[config.mk]
export PLATFORM = sky130hd
export DESIGN_NAME = regfile_sb
export DESIGN_NICKNAME = d
export VERILOG_FILES = /design/src/rtl/regfile_sb.sv
export SDC_FILE = /design/constraint.sdc
export NUM_CORES = 2
export LEC_CHECK = 0
export BUFFER_PORTS_ARGS = -buffer_cell sky130_fd_sc_hd__buf_2
export CAP_MARGIN = 20
export CORE_UTILIZATION = 60
export DETAILED_ROUTE_END_ITERATION = 8
export PLACE_DENSITY_LB_ADDON = 0.1
export SETUP_SLACK_MARGIN = 0.02
export SLEW_MARGIN = 20
export SYNTH_ARGS = -nofsm -noshare
export SYNTH_HDL_FRONTEND = slang
export SYNTH_HIERARCHICAL = 1
export SYNTH_SLANG_ARGS = --single-unit
[constraint.sdc]
create_clock -name clk -period 5.8 [get_ports clk]
set_input_delay 0.58 -clock clk [delete_from_list [all_inputs] [get_ports clk]]
set_output_delay 0.58 -clock clk [all_outputs]
set_load 0.05 [all_outputs]
[src/rtl/regfile_sb.sv]
// regfile_sb: integer register file with NRD combinational read ports, one
// synchronous write port, a per-register busy scoreboard and a count of
// pending writers.
//
// Optional build macro: REGFILE_BYPASS_EN. When defined, a writeback in the
// current cycle is forwarded to any read port that addresses the same
// register, and that port reports not-busy in the same cycle.
//
// Ports:
//   clk          clock; all state updates on its rising edge
//   reset        synchronous, active-high reset (clears rf, busy, count)
//   reg_write    writeback enable
//   addr         writeback destination
//   write_reg    writeback data
//   reg_addr     read addresses, port i = [i*AW +: AW]
//   rd           read data, port i = [i*XLEN +: XLEN]
//   rd_busy      per-port busy flag of the addressed register
//   issue_valid  request to mark issue_addr busy
//   issue_addr   destination of the instruction being issued
//   issue_ready  issue_addr is free (x0 is always free)
//   busy_vec     full scoreboard, bit 0 always 0
//   pending_cnt  number of set bits in busy_vec

// One read port: x0 returns zero; optional write-to-read forwarding.
module regfile_sb_rdport #(
  parameter int XLEN  = 32,
  parameter int NREGS = 32,
  parameter int AW    = 5
) (
  input  logic [NREGS-1:0][XLEN-1:0] rf,
  input  logic [NREGS-1:0]           busy,
  input  logic [AW-1:0]              raddr,
  input  logic                       wr_en,
  input  logic [AW-1:0]              waddr,
  input  logic [XLEN-1:0]            wdata,
  output logic [XLEN-1:0]            rd,
  output logic                       rd_busy
);

`ifdef REGFILE_BYPASS_EN
  always_comb begin
    rd      = (raddr == '0) ? '0 : rf[raddr];
    rd_busy = busy[raddr];
    // Writeback in flight to the register being read: hand the new value
    // straight through; the register is no longer pending from this view.
    if (wr_en && (waddr != '0) && (raddr == waddr)) begin
      rd      = wdata;
      rd_busy = 1'b0;
    end
  end
`else
  always_comb begin
    rd      = (raddr == '0) ? '0 : rf[raddr];
    rd_busy = busy[raddr];
  end

  // Write-side inputs only matter for forwarding.
  logic unused_wr;
  assign unused_wr = ^{wr_en, waddr, wdata};
`endif

endmodule

module regfile_sb #(
  parameter  int XLEN  = 32,
  parameter  int NREGS = 32,
  parameter  int NRD   = 2,
  localparam int AW    = $clog2(NREGS)
) (
  input  logic                clk,
  input  logic                reset,
  input  logic                reg_write,
  input  logic [AW-1:0]       addr,
  input  logic [XLEN-1:0]     write_reg,
  input  logic [NRD*AW-1:0]   reg_addr,
  output logic [NRD*XLEN-1:0] rd,
  output logic [NRD-1:0]      rd_busy,
  input  logic                issue_valid,
  input  logic [AW-1:0]       issue_addr,
  output logic                issue_ready,
  output logic [NREGS-1:0]    busy_vec,
  output logic [AW:0]         pending_cnt
);

  logic [NREGS-1:0][XLEN-1:0] rf;
  logic [NREGS-1:0]           busy;
  logic [AW:0]                cnt;

  logic wr_hit;    // writeback to a real register
  logic fire_set;  // issue actually marks a register busy
  logic fire_clr;  // writeback actually retires a pending writer

  assign wr_hit      = reg_write && (addr != '0);
  assign issue_ready = (issue_addr == '0) || !busy[issue_addr];
  assign fire_set    = issue_valid && issue_ready && (issue_addr != '0);
  // A same-edge issue to the written register keeps the bit set, so that
  // writeback does not reduce the count. (It can only happen when the bit
  // was clear anyway, but the guard keeps the count tied to busy.)
  assign fire_clr    = wr_hit && busy[addr] && !(fire_set && (issue_addr == addr));

  always_ff @(posedge clk) begin
    if (reset) begin
      rf <= '0;
    end else if (wr_hit) begin
      rf[addr] <= write_reg;
    end
  end

  // Clear first, then set: a same-edge issue to the written register wins.
  always_ff @(posedge clk) begin
    if (reset) begin
      busy <= '0;
    end else begin
      if (wr_hit)   busy[addr]       <= 1'b0;
      if (fire_set) busy[issue_addr] <= 1'b1;
    end
  end

  always_ff @(posedge clk) begin
    if (reset) cnt <= '0;
    else       cnt <= cnt + (AW+1)'(fire_set) - (AW+1)'(fire_clr);
  end

  assign busy_vec    = busy;
  assign pending_cnt = cnt;

  for (genvar i = 0; i < NRD; i++) begin : g_rd
    regfile_sb_rdport #(
      .XLEN (XLEN),
      .NREGS(NREGS),
      .AW   (AW)
    ) u_rdport (
      .rf     (rf),
      .busy   (busy),
      .raddr  (reg_addr[i*AW +: AW]),
      .wr_en  (reg_write),
      .waddr  (addr),
      .wdata  (write_reg),
      .rd     (rd[i*XLEN +: XLEN]),
      .rd_busy(rd_busy[i])
    );
  end

endmodule

==> impl_metrics.json <==
{
  "drv_slew": 0,
  "dpl_cell_area_um2": 55300,
  "post_cts_buffers": 0,
  "syn-num-nets": 6166,
  "ys.flop_type": "dfxtp_1",
  "hold_start": "issue_addr[1]",
  "finalHoldViolCount": 0,
  "grt_pass1_wl_mm": 309,
  "cp_slowest_cell": "or4_1",
  "post_cts_resized": 0,
  "drt-total-wl_mm": 214,
  "cts_tree": "done",
  "p_leak_nw": 19.4,
  "clock-sinks": 1062,
  "syn2layout_area_growth_pct": 9.78,
  "fmax_mhz": 209,
  "status": "finished, violations left",
  "initial_core_util_pct": 60.8,
  "reg2regPathDepth": 14,
  "path_cells": "buf_2 > or2_2 > or4_1 > buf_4 > o21ai_0 > a311oi_1 > buf_2",
  "dp_hpwl_mm": 127,
  "fillers": 7131,
  "vdd_ir_drop_max_uv": 260,
  "drive_gt1_share_pct": 18.5,
  "min_to": "busy_vec[15]$_SDFF_PP0_",
  "critPathCaptureType": "output pin",
  "gr-usage-all-layers_pct": 46.1,
  "dr.pass1.iters": 8,
  "row_count": 109,
  "tns_ns": 0,
  "cts_buffer_depth": 3,
  "crit_required_ns": 5.22,
  "pin_count": 161,
  "avgSynthCellArea_um2": 8.85,
  "grt_use_met2_pct": 66.9,
  "cp.arrival_ns": 4.20,
  "use_met3_pct": 14.5,
  "root_buffer": "clkbuf_16",
  "rsz0062_at_grt": "no",
  "busiest_layer": "met2",
  "gr-total-overflow": 0,
  "synth_seq_area_share_pct": 39.4,
  "routed_wire_length_per_instance_um": 29.9,
  "synthArstFlopShare_pct": 0,
  "num-nets-final": 5943,
  "relSlewSlack_pct": 14.4,
  "drtAntennaViolNets": 0,
  "syn_area_um2": 54000,
  "hold_class": "input pin to register",
  "setup.worst_path.start_class": "input pin",
  "hold_buffers": 0,
  "power_mw": 16.9,
  "fin_crit_sh_pct": 82.4,
  "die-area_um2": 91200,
  "ys_seq_elements": 1062,
  "finalSetupViolCount": 0,
  "synth_warnings": 6,
  "skew_ns": 0.0112,
  "maxCapViolations": 0,
  "clock_latency_ns": 0.72,
  "post-route-min-period_ns": 4.78,
  "yosysUniqueCellTypes": 47,
  "routabilityCongestion": 0.934,
  "crit_path_frequent_cell": "buf_2",
  "r2r-end": "pending_cnt[4]$_SDFF_PP0_",
  "synth-edff-count": 0,
  "register_area_um2": 21300,
  "final_area_um2": 59300,
  "cp_slowest_stage_delay_ns": 0.97,
  "dp_worst_setup_slack_ns": 1.36,
  "drc": 8,
  "critical_path_peak_fanout": 19,
  "multi_input_area_um2": 30500,
  "worstHoldPathCells": 3,
  "r2r-start": "busy_vec[23]$_SDFF_PP0_",
  "vias": 49900,
  "grtUsageMet1_pct": 59.6,
  "io_buffers": 160,
  "core-area_um2": 88800,
  "worstSetupPathType": "input pin to output pin",
  "grt_max_degree": 193,
  "setup_ws_ns": 1.02,
  "htreeDepth": 3,
  "violations": "design-rule violations",
  "grt_antenna_before_repair": 13,
  "numCtsBuffers": 112,
  "die_x_um": 302,
  "postSynthCellCount": 6104,
  "cts.clk_slew.worst_paths_ns": 0.06,
  "viasPerCell": 6.98,
  "r2r_setup_slack_ns": 2.80,
  "grt_pass1_vias": 46100,
  "initialDrtViolationCount": 8142,
  "power_density_nw_per_um2": 285,
  "die_h_um": 302,
  "worstMarginPinSlew_ns": 1.28
}
[synthesized netlist by cell type (4+ instances only)]
| master | instances | area (um^2) |
|---|---|---|
| nand2_1 | 2052 | 7700 |
| nand3b_1 | 38 | 285 |
| buf_4 | 11 | 82.6 |
| xor2_1 | 4 | 35.0 |
| buf_1 | 71 | 267 |
| dfxtp_1 | 1062 | 21300 |
| nand2b_1 | 4 | 25.0 |
| o2111ai_1 | 17 | 149 |
| a221oi_1 | 48 | 420 |
| and2_1 | 4 | 25.0 |
| a21oi_1 | 995 | 4980 |
| nor2b_1 | 104 | 651 |
| nand3_1 | 5 | 25.0 |
| nor2_1 | 49 | 184 |
| inv_1 | 10 | 37.5 |
| or3_1 | 5 | 31.3 |
| mux2i_1 | 160 | 1600 |
| o21ai_1 | 31 | 155 |
| or3b_2 | 5 | 43.8 |
| o21ai_0 | 112 | 561 |
| a311oi_1 | 64 | 561 |
| a211oi_1 | 64 | 480 |
| mux4_2 | 468 | 10500 |
| a22oi_1 | 64 | 480 |
| mux2_2 | 66 | 743 |
| buf_2 | 164 | 821 |
| o22ai_1 | 16 | 100 |
| ha_1 | 5 | 62.6 |
| clkbuf_1 | 375 | 1410 |
[metrics by stage]
step	util [%]	instances	hold slack [ns]
after floorplan	-	6104	0.443
after global placement	62.2	6929	0.448
after detailed placement	62.3	6932	0.455
after CTS	66.8	7142	0.308
after global routing	66.8	7146	0.334
final	66.8	7150	0.330
[cell usage in the layout, fill, tap and decap left out, drive strengths merged, types with 10 or more instances in the layout]
master / instances
o2111ai: 17
a22oi: 64
clkbuf: 149
a221oi: 48
mux2: 66
a311oi: 64
mux4: 468
mux2i: 160
nand3b: 39
dfxtp: 1062
nor2: 49
inv: 10
a211oi: 64
o22ai: 16
buf: 287
bufinv: 17
nand2: 2052
o21ai: 143
nor2b: 104
a21oi: 995
clkinv: 37
[flip-flops by register name (all words and copies together) (netlist names)]
register / count
pending_cnt: 6
rf: 1024
busy_vec: 32
[layer usage]
| layer | share of wire, % | vias up |
|---|---|---|
| met2 | 43 | 3843 |
| li1 | - | 21000 |
| met3 | 14 | 952 |
| met4 | 7.3 | 14 |
| met1 | 35 | 24000 |
| met5 | 0.048 | - |
[report_power, final]
group          switching (mW)  leakage, nW  internal, mW
sequential             0.0499         8.56          7.36
clock                    3.17         1.98          4.64
combinational            1.24         8.89         0.453
[area by class of cell]
class,instances,share of cell area [%]
antenna,8,0.0338
clock buffer,149,5.42
clock inverter,61,1.30
inverter,10,0.0675
multi-input combinational,4408,51.4
sequential,1062,35.8
tap,1165,2.46
timing repair buffer,287,3.48
[worst max-delay path by stage]
stage               slack (ns)  endpoint   startpoint  depth (start not counted)
CTS                       1.35    rd[38]  reg_addr[9]                          6
global route              1.28    rd[42]  reg_addr[9]                          6
detailed placement        1.36    rd[38]  reg_addr[9]                          6
floorplan                 2.14    rd[28]  reg_addr[1]                          8
finish                    1.02    rd[62]  reg_addr[9]                          7
global placement          1.16     rd[6]  reg_addr[0]                          6
[worst max-delay path, delay by kind of cell]
kind / cells / cell delay, ns
buffers and inverters: 3 / 1.44
AO/OA/AOI/OAI: 2 / 0.93
AND/OR/NAND/NOR: 2 / 1.21
[cell families after synthesis]
group           after synthesis  synth area share [%]
compound gates             1415                  14.7
xor+xnor                      6                0.0973
fa+ha+maj                     6                 0.153
buf+inv                     634                  4.90
flops                      1062                  39.4
mux                         694                  23.9
simple gates               2287                  17.0
(Power assumes the default switching activity.)
